## src/rtl/logic_unit_pipe.sv

```systemverilog
// logic_unit_pipe: pipelined bitwise AND/OR/XOR/NOR unit for the EX path.
// Ports:
//   clk, rst_n           clock, asynchronous active-low reset
//   in_valid / in_ready  operand handshake (in_ready = !out_valid || out_ready)
//   op, a, b             op 00 AND, 01 OR, 10 XOR, 11 NOR; WIDTH-bit operands
//   flush                synchronous kill of every in-flight entry
//   out_valid/out_ready  result handshake at the final stage
//   result, zero         registered final-stage result and (result == 0) flag
module logic_unit_pipe #(
    parameter int WIDTH  = 32,
    parameter int STAGES = 2
) (
    input  logic             clk,
    input  logic             rst_n,
    input  logic             in_valid,
    output logic             in_ready,
    input  logic [1:0]       op,
    input  logic [WIDTH-1:0] a,
    input  logic [WIDTH-1:0] b,
    input  logic             flush,
    output logic             out_valid,
    input  logic             out_ready,
    output logic [WIDTH-1:0] result,
    output logic             zero
);

    logic [WIDTH-1:0]  w_f;
    logic              w_zero;
    logic              w_adv;

    logic [STAGES-1:0] r_valid;
    logic [STAGES-1:0] r_zero;
    logic [WIDTH-1:0]  r_data [STAGES];

    always_comb begin
        w_f = '0;
        unique case (op)
            2'b00: w_f = a & b;
            2'b01: w_f = a | b;
            2'b10: w_f = a ^ b;
            2'b11: w_f = ~(a | b);
        endcase
    end

    assign w_zero = (w_f == '0);

    // Whole pipe moves as one shift register; bubbles are not collapsed.
    assign w_adv    = !r_valid[STAGES-1] || out_ready;
    assign in_ready = w_adv;

    always_ff @(posedge clk or negedge rst_n) begin
        if (!rst_n) begin
            for (int i = 0; i < STAGES; i++) begin
                r_data[i] <= '0;
            end
            r_zero <= '0;
        end else if (w_adv) begin
            r_data[0] <= w_f;
            r_zero[0] <= w_zero;
            for (int i = 1; i < STAGES; i++) begin
                r_data[i] <= r_data[i-1];
                r_zero[i] <= r_zero[i-1];
            end
        end
    end

    // Flush wins over advance and also drops an entry accepted this cycle.
    always_ff @(posedge clk or negedge rst_n) begin
        if (!rst_n) begin
            r_valid <= '0;
        end else if (flush) begin
            r_valid <= '0;
        end else if (w_adv) begin
            r_valid[0] <= in_valid;
            for (int i = 1; i < STAGES; i++) begin
                r_valid[i] <= r_valid[i-1];
            end
        end
    end

    assign out_valid = r_valid[STAGES-1];
    assign result    = r_data[STAGES-1];
    assign zero      = r_zero[STAGES-1];

endmodule
```

## config.mk

```make
export PLATFORM = sky130hd
export DESIGN_NAME = logic_unit_pipe
export DESIGN_NICKNAME = d
export VERILOG_FILES = /design/src/rtl/logic_unit_pipe.sv
export SDC_FILE = /design/constraint.sdc
export NUM_CORES = 1
export LEC_CHECK = 0
export BUFFER_PORTS_ARGS = -buffer_cell sky130_fd_sc_hd__buf_2
export CAP_MARGIN = 20
export CORE_MARGIN = 3
export CORE_UTILIZATION = 55
export CTS_CLUSTER_DIAMETER = 150
export CTS_CLUSTER_SIZE = 20
export DETAILED_ROUTE_END_ITERATION = 10
export GPL_ROUTABILITY_DRIVEN = 0
export PLACE_DENSITY = 0.81
export REMOVE_ABC_BUFFERS = 1
export SLEW_MARGIN = 20
export SYNTH_ARGS = -nofsm -noshare
export SYNTH_HDL_FRONTEND = slang
export SYNTH_SLANG_ARGS = --single-unit
export TNS_END_PERCENT = 100
```

## constraint.sdc

```tcl
create_clock -name clk -period 1.7 [get_ports clk]
set_clock_uncertainty 0.05 [all_clocks]
set_input_delay 0.255 -clock clk [delete_from_list [all_inputs] [get_ports clk]]
set_output_delay 0.255 -clock clk [all_outputs]
set_load 0.05 [all_outputs]
```

==> Word-level counts from Yosys, hierarchy flattened <==
Cells that the tools add are included.
{ "totals": {"ff_bits": 68, "inputBits": 71, "out_inout_bits": 35} }
{ "classes": {"n_eq_ne": 3, "n_mux": 3, "bitwise": 4, "n_reduce_logical": 5} }
{ "ops": {"columns": ["cell", "count"], "rows": [
  ["32-bit one-hot mux with 4 select lines", 1],
  ["32-bit bitwise AND", 1],
  ["32-bit zero test", 1],
  ["32-bit NOT", 1],
  ["32-bit OR", 1],
  ["32-bit XOR", 1],
  ["2-bit == test, second input constant", 2],
  ["2-bit 2-to-1 mux", 2],
  ["2-bit by 1-bit == test with 1-bit output, second input constant", 1],
  ["2-bit zero test", 1],
  ["2-bit nonzero test", 1],
  ["1-bit zero test", 1],
  ["1-bit logical OR", 1]
]} }

==> Longest topological paths before layout <==
Gate-level depths: netlist (run 1).
{ "logic_depth": {"word_depth": 4, "depth_mapped": 8} }

==> Least setup slack after synthesis (run 1) <==
No wires, ideal clock.
{ "synth_timing": {"path_kind": "register -> register", "from": "register r_valid[1]", "to": "register r_data[33] (netlist name)", "setup_ps": 164, "arrival_time_ps": 1732, "setup_slack_ps": -246, "stages_incl_launch_ff": 6, "n_path_buf": 2, "synth_period_minus_slack_ps": 1946, "cell_sequence": "dfrtp_1 -> nor2b_1 -> clkbuf_1 -> inv_1 -> clkbuf_1 -> a21oi_1"} }
{ "synth_between": {"elab_chain_len": 2} }
{ "synth_lines": {"columns": ["element", "line_no", "text"], "rows": [
  ["start, declared", "31", "logic [STAGES-1:0] r_valid;"],
  ["start signal, assigned by index", "76", "r_valid[i] <= r_valid[i-1];"],
  ["1-bit zero test", "48", "assign w_adv = !r_valid[STAGES-1] || out_ready;"],
  ["1-bit logical OR", "48", null],
  ["net in_ready", "16", "output logic in_ready,"],
  ["end signal, assigned by index", "61", "r_data[i] <= r_data[i-1];"],
  ["end, declared", "33", "logic [WIDTH-1:0] r_data [STAGES];"]
]} }
The timed path passes the listed nets, and every way through them passes these cells.
A chain may end at the register's enable or synchronous reset.

==> Final worst setup path (run 1) <==
{ "layout_timing": {"from": "input port a[9]", "to": "register r_zero[0]"} }
{ "layout_between": {"elab_chain_len": 4} }
{ "layout_lines": {"columns": ["element", "line_no", "text"], "rows": [
  ["start, declared", "18", "input logic [WIDTH-1:0] a,"],
  ["32-bit OR", "39, 41", null],
  ["32-bit NOT", "41", "2'b11: w_f = ~(a | b);"],
  ["32-bit one-hot mux with 4 select lines (*)", "37", "unique case (op)"],
  ["32-bit zero test (*)", "45", "assign w_zero = (w_f == '0);"],
  ["end signal, assigned", "59", "r_zero[0] <= w_zero;"],
  ["end signal, assigned by index", "62", "r_zero[i] <= r_zero[i-1];"],
  ["end, declared", "32", "logic [STAGES-1:0] r_zero;"]
]} }
Mark *: on every way between the ends. The rest lies on a longest branch, timed or not.

==> load_flow_metrics.sql, run 1 <==
INSERT INTO impl_metrics (metric_group, metric, value, unit) VALUES
('cts', 'clock_sinks', '68', ''),
('global_routing', 'grt_pass1_wl', '16.8', 'mm'),
('sta', 'drv_slew', '0', ''),
('power_and_ir_drop', 'switching_share', '0.348', ''),
('power_and_ir_drop', 'seq_power_share', '0.412', ''),
('cts', 'cts_inserted_buffers', '9', ''),
('power_and_ir_drop', 'fin_total_pwr', '4690', 'µW'),
('final_layout', 'seqCellArea', '1700', 'µm²'),
('final_layout', 'ant_diodes', '0', ''),
('worst_setup_path', 'critPathRequiredTime', '1900', 'ps'),
('sta', 'max-slew-margin-rel', '0.739', ''),
('logic_synthesis', 'synth-seq-cells', '68', ''),
('global_routing', 'grt_max_degree', '98', ''),
('placement', 'post_detail_place_hpwl', '7.24', 'mm'),
('detailed_routing', 'detailroute.via_count', '4101', ''),
('detailed_routing', 'wire_per_inst', '13.7', 'µm'),
('sta', 'worstMarginPinSlew', '388', 'ps'),
('global_routing', 'grt.total_usage', '0.209', ''),
('global_routing', 'grt-ovfl-total', '0', ''),
('detailed_routing', 'detail_route.wirelength', '10.8', 'mm'),
('worst_setup_path', 'crit_buf_inv', '2', ''),
('cts', 'clk-insertion-delay-late', '340', 'ps'),
('global_routing', 'antenna_found_initial', '0', ''),
('logic_synthesis', 'yosys.area_share.adder', '0.167', ''),
('global_routing', 'grt_pass1_vias', '3790', ''),
('sta', 'finalSetupViolCount', '0', ''),
('worst_setup_path', 'worstPathMaxFanout', '2', ''),
('placement', 'detailedPlace.worstSlack', '-633', 'ps'),
('sta', 'max_freq', '590', 'MHz'),
('worst_setup_path', 'startpoint_type_of_the_worst_setup_path', 'input port', ''),
('detailed_routing', 'route.detailed.vias_per_inst', '5.18', ''),
('power_and_ir_drop', 'switchingPower', '1630', 'µW'),
('sta', 'finalCriticalPeriod', '1700', 'ps'),
('run_status', 'status', 'complete, no violations', ''),
('worst_setup_path', 'worst-endpoint-arrival', '1900', 'ps'),
('worst_setup_path', 'critPathTopFamily', 'simple AND/OR/NAND/NOR gates', ''),
('logic_synthesis', 'muxShareOfSynthArea', '0.00651', ''),
('logic_synthesis', 'synth-seq-area-share', '0.354', ''),
('logic_synthesis', 'yosysWarningCount', '0', ''),
('cts', 'cts-root-to-sink-buffers', '2', ''),
('worst_setup_path', 'critical-path-max-stage-delay', '530', 'ps'),
('power_and_ir_drop', 'largest_vdd_supply_drop', '367', 'µV'),
('cts', 'clk_transition_reported_paths', '70', 'ps'),
('worst_setup_path', 'path_class', 'input port to flop', ''),
('final_layout', 'drive_gt1_frac', '0.311', ''),
('floorplan', 'placement_rows', '33', ''),
('placement', 'port_buffers', '105', ''),
('cts', 'clock_tree_from_tritoncts', 'built', ''),
('floorplan', 'fp.dieH', '99.5', 'µm'),
('sta', 'timing_hold_violations_final', '0', ''),
('sta', 'final.hold.worst_slack', '28.3', 'ps'),
('detailed_routing', 'drc_errors', '0', ''),
('logic_synthesis', 'netlist-cell-type-count', '21', ''),
('power_and_ir_drop', 'comb_power_share', '0.313', ''),
('final_layout', 'multiInputGateArea', '2840', 'µm²'),
('cts', 'cts-root-buf', 'clkbuf_8', ''),
('final_layout', 'final.fill_count', '634', ''),
('detailed_routing', 'antenna_nets_post_route', '0', ''),
('power_and_ir_drop', 'p_per_area', '773', 'nW/µm²'),
('logic_synthesis', 'dominant_combinational_cell_family_by_area_after_synthesis', 'simple AND/OR/NAND/NOR gates', ''),
('detailed_routing', 'drtPass1Iterations', '4', ''),
('final_layout', 'syn2layout_area_growth', '26.2', '%'),
('logic_synthesis', 'synth_compound_area_frac', '0.117', ''),
('power_and_ir_drop', 'power.internal', '3060', 'µW'),
('detailed_routing', 'initialDrtViolationCount', '131', ''),
('worst_setup_path', 'setup.worst_path.end_class', 'flop', ''),
('logic_synthesis', 'synth_cells', '603', ''),
('job', 'max-cap-violations', '0', ''),
('floorplan', 'design.portCount', '106', ''),
('floorplan', 'die_area', '9900', 'µm²'),
('floorplan', 'core_area', '8340', 'µm²');
cells by family (layout without fill, tap and decap cells):
| family | count (synthesis) | count (layout) |
|---|---|---|
| AND/OR/NAND/NOR | 242 | 242 |
| buffers and inverters | 130 | 214 |
| AO/OA/AOI/OAI | 96 | 96 |
| flip-flops | 68 | 68 |
| adder cells (fa/ha/maj) | 64 | 64 |
| multiplexers | 3 | 3 |
what timing repair did:
action	in CTS	in global routing
pin swaps	16	38
resized for setup	28	83
endpoints found under the setup margin	1	1
hold buffers	1	0
endpoints found under the hold margin	68	0
gates cloned	2	2
buffers inserted	1	2
worst paths after layout:
kind	end	from	cells after the start
setup / recovery	r_zero[0]	a[9]	9
hold / removal	r_valid[1]	flush	2
setup reg to reg	r_zero[0]	r_valid[1]	5
hold reg to reg	result[21]	result[21]	2
max in group asynchronous	result[29]	rst_n	3
min in group asynchronous	result[0]	rst_n	3
power by group through the flow:
stage / registers [µW] / logic (µW) / clock network [µW]
6_report: 1930 / 1470 / 1290
5_1_grt: 1960 / 1610 / 1370
4_1_cts: 1930 / 1340 / 1300
3_5_place_dp: 1960 / 1280 / 0
3_3_place_gp: 1960 / 1240 / 0
2_1_floorplan: 2340 / 425 / 0
cell usage after synthesis:
library cell / count / area, µm²
nand2_1: 137 / 514
dfrtp_1: 68 / 1700
inv_1: 66 / 248
ha_1: 64 / 801
nor2b_1: 61 / 382
o21ai_0: 60 / 300
buf_4: 33 / 248
nor2_1: 33 / 124
o31ai_1: 30 / 225
clkbuf_1: 19 / 71.3
buf_2: 8 / 40.0
nand4_1: 7 / 43.8
a21oi_1: 4 / 20.0
buf_1: 4 / 15.0
mux2i_1: 2 / 20.0
or4_1: 2 / 15.0
a211oi_1: 1 / 7.51
mux2_2: 1 / 11.3
nand3b_1: 1 / 7.51
nor3_1: 1 / 5.00
o21bai_1: 1 / 7.51
worst register-to-register path, cell delays in order, from the launching register on:
cell and delay [ps]:
dfrtp_1 380, nor2b_4 140, inv_1 150, nand2_1 70, or4_4 550, o31ai_4 170
cell usage in the layout (no fill, tap or decap), types with 6 or more instances in the layout:
| master | synthesis | layout |
|---|---|---|
| inv_1 | 66 | 60 |
| nor2b_1 | 61 | 39 |
| buf_2 | 8 | 98 |
| dfrtp_1 | 68 | 68 |
| ha_1 | 64 | 55 |
| nand4_1 | 7 | 7 |
| nand2_1 | 137 | 137 |
| buf_12 | 0 | 6 |
| o31ai_1 | 30 | 12 |
| buf_4 | 33 | 14 |
| o21ai_1 | 0 | 11 |
| nor2b_2 | 0 | 16 |
| nor2b_4 | 0 | 6 |
| ha_4 | 0 | 7 |
| o31ai_2 | 0 | 14 |
| nor2_1 | 33 | 26 |
| o21ai_0 | 60 | 44 |
| inv_2 | 0 | 6 |
| buf_6 | 0 | 9 |
| clkbuf_8 | 0 | 10 |
registers in the layout (all words and copies together) (netlist names):
signal / cells
r_data: 32
result: 32
r_valid: 2
r_zero: 2
metrics by stage:
| step | setup TNS (ps) | area [µm²] | cells |
|---|---|---|---|
| after floorplan | -239150 | 4430 | 539 |
| after CTS | 0 | 5680 | 788 |
| after global routing | -85.7 | 6060 | 792 |
| after global placement | -658 | 5320 | 769 |
| after detailed placement | -902 | 5320 | 769 |
| final | 0 | 6060 | 792 |
layout make-up:
type                    count  area share
inverters                  66      0.0409
flip-flops and latches     68       0.281
multi-input cells         405       0.468
repair buffers            133       0.158
clock buffers              13      0.0246
well taps                 105      0.0217
clock inverters             2     0.00578
metal layers:
| metal | vias up | global-route usage | part of all wire |
|---|---|---|---|
| li1 | 2045 | - | - |
| met1 | 1934 | 0.256 | 0.41 |
| met2 | 103 | 0.378 | 0.53 |
| met3 | 19 | 0.0365 | 0.046 |
| met4 | 0 | 0.0609 | 0.019 |
| met5 | - | 0 | 0 |
No activity file was read; power rests on OpenSTA's default activity.
==> inputs of run 2 (changes only) <==
- CORE_UTILIZATION: 55 -> 57
- CTS_BUF_LIST: not set -> sky130_fd_sc_hd__clkbuf_2 sky130_fd_sc_hd__clkbuf_4 sky130_fd_sc_hd__clkbuf_8
- MAX_ROUTING_LAYER: not set -> met4
- PLACE_DENSITY: 0.81 -> 0.83
==> load_flow_metrics.sql, run 2 (synthesized netlist as in run 1, its figures left out) <==
INSERT INTO impl_metrics (metric_group, metric, value, unit) VALUES
('run_status', 'status', 'complete, no violations', ''),
('placement', 'post_detail_place_hpwl', '7.31', 'mm'),
('worst_setup_path', 'worst-endpoint-arrival', '1890', 'ps'),
('detailed_routing', 'initialDrtViolationCount', '139', ''),
('global_routing', 'grt.total_usage', '0.222', ''),
('worst_setup_path', 'critPathSlowestCell', 'or4_4', ''),
('final_layout', 'ant_diodes', '0', ''),
('final_layout', 'nets', '816', ''),
('cts', 'cts_inserted_buffers', '9', ''),
('detailed_routing', 'drtPass1Iterations', '4', ''),
('worst_setup_path', 'critPathTopFamily', 'simple AND/OR/NAND/NOR gates', ''),
('cts', 'clock_tree_from_tritoncts', 'built', ''),
('cts', 'cts-root-to-sink-buffers', '2', ''),
('worst_setup_path', 'path_class', 'input port to flop', ''),
('worst_hold_path', 'hp-class', 'input port to flop', ''),
('cts', 'clock_sinks', '68', ''),
('worst_setup_path', 'timing.critical_path.cells', 'buf_2, ha_1, nor2b_1, o31ai_2, nand4_1, or4_4, o31ai_4', ''),
('detailed_routing', 'detailroute.via_count', '4055', ''),
('sta', 'fin_tns_setup', '0', 'ps'),
('worst_setup_path', 'crit_buf_inv', '1', ''),
('sta', 'finalCriticalPeriod', '1690', 'ps'),
('sta', 'max_freq', '593', 'MHz'),
('final_layout', 'seqCellArea', '1700', 'µm²'),
('floorplan', 'initial_core_util', '0.603', ''),
('worst_setup_path', 'critPathRequiredTime', '1900', 'ps'),
('detailed_routing', 'detail_route.wirelength', '10.3', 'mm'),
('global_routing', 'grt-ovfl-total', '0', ''),
('cts', 'clk-insertion-delay-late', '340', 'ps'),
('sta', 'worstMarginPinSlew', '354', 'ps'),
('cts', 'cts.htree.levels', '3', ''),
('floorplan', 'design.portCount', '106', ''),
('worst_setup_path', 'startpoint_type_of_the_worst_setup_path', 'input port', ''),
('sta', 'timing_hold_violations_final', '0', ''),
('worst_setup_path', 'setup.worst_path.end_class', 'flop', ''),
('global_routing', 'antenna_found_initial', '0', ''),
('sta', 'finalSetupViolCount', '0', ''),
('floorplan', 'placement_rows', '32', ''),
('final_layout', 'multiInputGateArea', '2750', 'µm²'),
('cts', 'clk_transition_reported_paths', '70', 'ps'),
('sta', 'fin_ws', '12.6', 'ps'),
('power_and_ir_drop', 'fin_total_pwr', '4480', 'µW'),
('final_layout', 'most_common_library_cell_in_the_layout_ignoring_fill_and_taps', 'nand2_1', ''),
('worst_setup_path', 'critical-path-max-stage-delay', '570', 'ps'),
('floorplan', 'die-width', '97.8', 'µm'),
('global_routing', 'grt_max_degree', '98', ''),
('detailed_routing', 'route.detailed.vias_per_inst', '5.16', ''),
('sta', 'drv_slew', '0', ''),
('final_layout', 'mostFrequentLayoutCells', 'nand2_1 (137), buf_2 (102), dfrtp_1 (68), inv_1 (61), ha_1 (59)', ''),
('power_and_ir_drop', 'p_per_area', '764', 'nW/µm²'),
('sta', 'final_min_period_over_clock_period', '0.993', ''),
('power_and_ir_drop', 'largest_vdd_supply_drop', '337', 'µV'),
('sta', 'max-slew-margin-rel', '0.764', ''),
('detailed_routing', 'wire_per_inst', '13.1', 'µm'),
('global_routing', 'grt_pass1_wl', '17.3', 'mm'),
('cts', 'cts-root-buf', 'clkbuf_8', ''),
('job', 'max-cap-violations', '0', ''),
('final_layout', 'syn2layout_area_growth', '21.8', '%'),
('placement', 'port_buffers', '105', ''),
('floorplan', 'fp.dieH', '97.8', 'µm'),
('final_layout', 'postLayoutCoreUtil', '0.735', ''),
('floorplan', 'core_area', '7970', 'µm²'),
('sta', 'grt_setup_unrepaired', 'yes', ''),
('final_layout', 'drive_gt1_frac', '0.298', ''),
('final_layout', 'final.fill_count', '593', ''),
('worst_setup_path', 'worstPathMaxFanout', '2', ''),
('worst_setup_path', 'r2r_setup_slack', '180', 'ps'),
('floorplan', 'die_area', '9570', 'µm²'),
('power_and_ir_drop', 'cellLeakagePower', '0.00307', 'µW'),
('detailed_routing', 'drc_errors', '0', ''),
('placement', 'detailedPlace.worstSlack', '-623', 'ps'),
('global_routing', 'grt_pass1_vias', '3970', ''),
('detailed_routing', 'antenna_nets_post_route', '0', ''),
('sta', 'final.hold.worst_slack', '44.5', 'ps');
run 2: cell count changes in the layout (fill, tap and decap cells not counted), sizes merged:
cell	change
buf	-1
bufbuf	+1
bufinv	-1
clkbuf	-4
clkinv	+2
run 2: worst reg2reg max path, delay by kind of cell, from the launching register on:
family          cells  cell delay (ps)
compound gates      1              170
buf+inv             1               90
simple gates        3              750
flops               1              380
run 2: cell type report:
cell class	instances	share of cell area
Clock buffer	11	0.0248
Tap cell	102	0.0218
Sequential cell	68	0.291
Timing Repair Buffer	131	0.149
Clock inverter	3	0.00256
Multi-Input combinational cell	405	0.469
Inverter	66	0.0423
run 2: timing repair:
item                                    CTS  global route
hold buffers                              1             0
pin swaps                                 4            28
cloned                                    2             0
hold endpoints to repair                 68             0
endpoints found under the setup margin    2             2
buffers inserted                          1             2
gates resized for setup                  21            64
run 2: power breakdown:
group          switching [µW]  internal [µW]
logic                     923            487
clock network             565            561
registers                 115           1820
run 2: final timing paths:
check                           start         end  depth (start not counted)
max                             a[18]   r_zero[0]                          7
min                             flush  r_valid[0]                          2
max reg2reg                r_valid[1]   r_zero[0]                          5
min reg2reg                 result[7]   result[7]                          2
max in group asynchronous       rst_n  r_data[62]                          3
min in group asynchronous       rst_n   result[2]                          3
run 2: per-layer routing:
layer	share of wire	up-vias	GRT usage
met1	0.42	1876	0.267
met5	0	-	-
met3	0.051	25	0.0386
met2	0.51	114	0.374
met4	0.024	0	0.0799
li1	-	2040	-
run 2: through the flow:
step           cells  instance area (µm²)
2_1_floorplan    539                 4430
3_3_place_gp     766                 5320
3_5_place_dp     766                 5320
4_1_cts          784                 5640
5_1_grt          786                 5860
6_report         786                 5860
==> inputs of run 3 (changes only) <==
- ABC_AREA: not set -> 1
==> load_flow_metrics.sql, run 3 <==
INSERT INTO impl_metrics (metric_group, metric, value, unit) VALUES
('worst_setup_path', 'critPathRequiredTime', '1390', 'ps'),
('detailed_routing', 'detail_route.wirelength', '11.2', 'mm'),
('worst_setup_path', 'critPathSlowestCell', 'dfrtp_1', ''),
('sta', 'fin_tns_setup', '0', 'ps'),
('cts', 'cts_post_setup_buffers_inserted', '0', ''),
('logic_synthesis', 'synth_cells', '720', ''),
('worst_hold_path', 'holdPathStages', '2', ''),
('logic_synthesis', 'count_leader_synth', 'nand2_1', ''),
('final_layout', 'drive_gt1_frac', '0.191', ''),
('worst_setup_path', 'reg2reg_from', 'r_valid[1]', ''),
('worst_setup_path', 'critPathMostFrequentCell', 'buf_6', ''),
('power_and_ir_drop', 'cellLeakagePower', '0.00340', 'µW'),
('logic_synthesis', 'synth.cells.most_frequent', 'nand2_1 (256), inv_1 (118), dfrtp_1 (68)', ''),
('sta', 'grt_setup_unrepaired', 'no', ''),
('floorplan', 'initial_core_util', '0.602', ''),
('worst_setup_path', 'crit_buf_inv', '3', ''),
('worst_setup_path', 'worstPathMaxFanout', '16', ''),
('cts', 'clk_transition_reported_paths', '70', 'ps'),
('cts', 'clk-insertion-delay-late', '340', 'ps'),
('floorplan', 'fp.dieH', '100', 'µm'),
('worst_hold_path', 'sink_of_the_worst_hold_path', 'r_valid[1]', ''),
('power_and_ir_drop', 'fin_total_pwr', '4900', 'µW'),
('worst_setup_path', 'r2r_setup_slack', '330', 'ps'),
('logic_synthesis', 'synthTopCellsByArea', 'dfrtp_1 (34%), nand2_1 (19%), ha_1 (16%)', ''),
('logic_synthesis', 'mappedNetlistArea', '5070', 'µm²'),
('final_layout', 'syn2layout_area_growth', '13.7', '%'),
('logic_synthesis', 'netlist-cell-type-count', '18', ''),
('cts', 'cts-root-to-sink-buffers', '2', ''),
('detailed_routing', 'antenna_nets_post_route', '0', ''),
('logic_synthesis', 'post-synth-top-area-cell', 'dfrtp_1', ''),
('detailed_routing', 'initialDrtViolationCount', '356', ''),
('worst_hold_path', 'hp-class', 'input port to flop', ''),
('global_routing', 'grt_pass1_wl', '18.9', 'mm'),
('power_and_ir_drop', 'p_per_area', '851', 'nW/µm²'),
('global_routing', 'grt_pass1_vias', '4280', ''),
('sta', 'max-slew-margin-rel', '0.536', ''),
('floorplan', 'die-width', '100', 'µm'),
('final_layout', 'nets', '926', ''),
('worst_setup_path', 'critical-path-max-stage-delay', '350', 'ps'),
('detailed_routing', 'detailroute.via_count', '4511', ''),
('floorplan', 'placement_rows', '33', ''),
('final_layout', 'multiInputGateArea', '2520', 'µm²'),
('worst_setup_path', 'worstReg2RegEnd', 'r_valid[0]', ''),
('global_routing', 'grt_max_degree', '69', ''),
('final_layout', 'final.fill_count', '684', ''),
('final_layout', 'ant_diodes', '0', ''),
('cts', 'cts.htree.levels', '3', ''),
('cts', 'cts_inserted_buffers', '9', ''),
('sta', 'final_min_period_over_clock_period', '0.956', ''),
('worst_setup_path', 'setup.worst_path.end_class', 'output pin', ''),
('placement', 'post_detail_place_hpwl', '8.59', 'mm'),
('worst_setup_path', 'path_class', 'flop to output pin', ''),
('detailed_routing', 'wire_per_inst', '12.4', 'µm'),
('logic_synthesis', 'number_of_enable_type_register_cells_in_the_synthesized_netlist', '0', ''),
('logic_synthesis', 'synth-seq-area-share', '0.336', ''),
('sta', 'drv_slew', '0', ''),
('logic_synthesis', 'synth-seq-cells', '68', ''),
('run_status', 'status', 'complete, no violations', ''),
('final_layout', 'mostFrequentLayoutCells', 'nand2_1 (256), inv_1 (118), buf_2 (104), dfrtp_1 (68), ha_1 (64)', ''),
('final_layout', 'most_common_library_cell_in_the_layout_ignoring_fill_and_taps', 'nand2_1', ''),
('worst_setup_path', 'worst-endpoint-arrival', '1320', 'ps'),
('logic_synthesis', 'async_reset_ff_frac', '1.00', ''),
('global_routing', 'grt.total_usage', '0.237', ''),
('worst_hold_path', 'hold_path_startpoint', 'flush', ''),
('detailed_routing', 'drtPass1Iterations', '5', ''),
('sta', 'finalCriticalPeriod', '1620', 'ps'),
('cts', 'cts-root-buf', 'clkbuf_8', ''),
('detailed_routing', 'route.detailed.vias_per_inst', '5.01', ''),
('placement', 'port_buffers', '105', ''),
('logic_synthesis', 'yosys_most_used_dff', 'dfrtp_1', ''),
('logic_synthesis', 'syn_area_per_cell', '7.04', 'µm²'),
('sta', 'max_freq', '616', 'MHz'),
('sta', 'worstMarginPinSlew', '694', 'ps'),
('logic_synthesis', 'yosys.area.top_type_share', '0.336', ''),
('cts', 'clock_sinks', '68', ''),
('worst_setup_path', 'startpoint_type_of_the_worst_setup_path', 'flop', ''),
('final_layout', 'seqCellArea', '1700', 'µm²'),
('floorplan', 'die_area', '10100', 'µm²'),
('power_and_ir_drop', 'largest_vdd_supply_drop', '440', 'µV'),
('job', 'max-cap-violations', '0', ''),
('sta', 'timing_hold_violations_final', '0', ''),
('sta', 'finalSetupViolCount', '0', ''),
('logic_synthesis', 'yosysWarningCount', '0', ''),
('final_layout', 'postLayoutCoreUtil', '0.684', ''),
('worst_setup_path', 'timing.critical_path.cells', 'inv_1, or2_4, buf_6, buf_6', ''),
('floorplan', 'core_area', '8420', 'µm²'),
('global_routing', 'grt-ovfl-total', '0', ''),
('detailed_routing', 'drc_errors', '0', ''),
('floorplan', 'design.portCount', '106', ''),
('global_routing', 'antenna_found_initial', '0', ''),
('worst_setup_path', 'critPathTopFamily', 'buffers and inverters', ''),
('worst_setup_path', 'worstRegToRegCells', '8', ''),
('cts', 'clock_tree_from_tritoncts', 'built', '');
[run 3: changes by cell type after synthesis, moves of 4 or more]
cell      change
a21oi_1       -4
buf_1         -4
clkbuf_1      -5
inv_1        +52
nand2_1     +119
nand3_1      +46
nand3_2       +9
nand4_1       -7
nor2_1       +14
nor2b_1      -61
o21ai_0      -23
o31ai_1      -30
[run 3: cells by family after synthesis]
| group | Yosys count | share of synthesized area |
|---|---|---|
| and+or+nand+nor | 367 | 0.300 |
| buffers and inverters | 183 | 0.168 |
| DFF | 68 | 0.336 |
| adders and majority gates | 64 | 0.158 |
| AOI/OAI and AO/OA | 37 | 0.0365 |
| xor gates and xnor gates | 1 | 0.00173 |
[run 3: area by class of cell]
type                       count  area share
clock buffer                  11      0.0241
clock inverter                 5      0.0174
inverter                     121      0.0788
multi-input combinational    469       0.437
sequential                    68       0.295
tap                          105      0.0228
timing repair buffer         122       0.124
[run 3: per-layer routing]
layer  track usage  vias to the layer above  part of all wire  wire, µm
met4        0.0881                        0             0.022       250
li1              -                     2264                 -         -
met3        0.0389                       26             0.066       734
met2         0.376                      184              0.47      5230
met5             -                        -                 0         0
met1         0.306                     2037              0.45      4990
[run 3: stage by stage]
stage | setup WS (ps) | hold slack [ps] | instances | cell area, µm²
floorplan | -1210 | -90.6 | 658 | 4670
global placement | -16.3 | 239 | 884 | 5500
detailed placement | -79.3 | 253 | 884 | 5500
CTS | 25.7 | 26.9 | 901 | 5760
global route | 30.1 | 39.9 | 901 | 5760
finish | 75.5 | 40.9 | 901 | 5760
[run 3: worst max path at each step]
| stage | start | to | cells past startpoint |
|---|---|---|---|
| 6_report | r_valid[1] | in_ready | 4 |
| 5_1_grt | r_valid[1] | in_ready | 4 |
| 4_1_cts | r_valid[1] | in_ready | 4 |
| 3_5_place_dp | op[1] | r_zero[0] | 11 |
| 3_3_place_gp | op[0] | r_zero[0] | 12 |
| 2_1_floorplan | r_valid[1] | r_valid[0] | 7 |
[run 3: worst reg2reg max path: cells and delay by family (launching register included)]
| kind | cells | cell delay, ps |
|---|---|---|
| flops | 1 | 350 |
| buf+inv | 4 | 430 |
| simple gates | 3 | 400 |
| compound gates | 1 | 80 |
[run 3: repair_timing]
action	CTS	global route
hold buffers	1	0
gates cloned	0	0
hold endpoints to repair	68	0
endpoints found under the setup margin	1	1
gates resized for setup	3	1
[run 3: power breakdown]
part / internal [µW] / switching, µW
logic: 414 / 974
registers: 1830 / 115
clock network: 1000 / 568
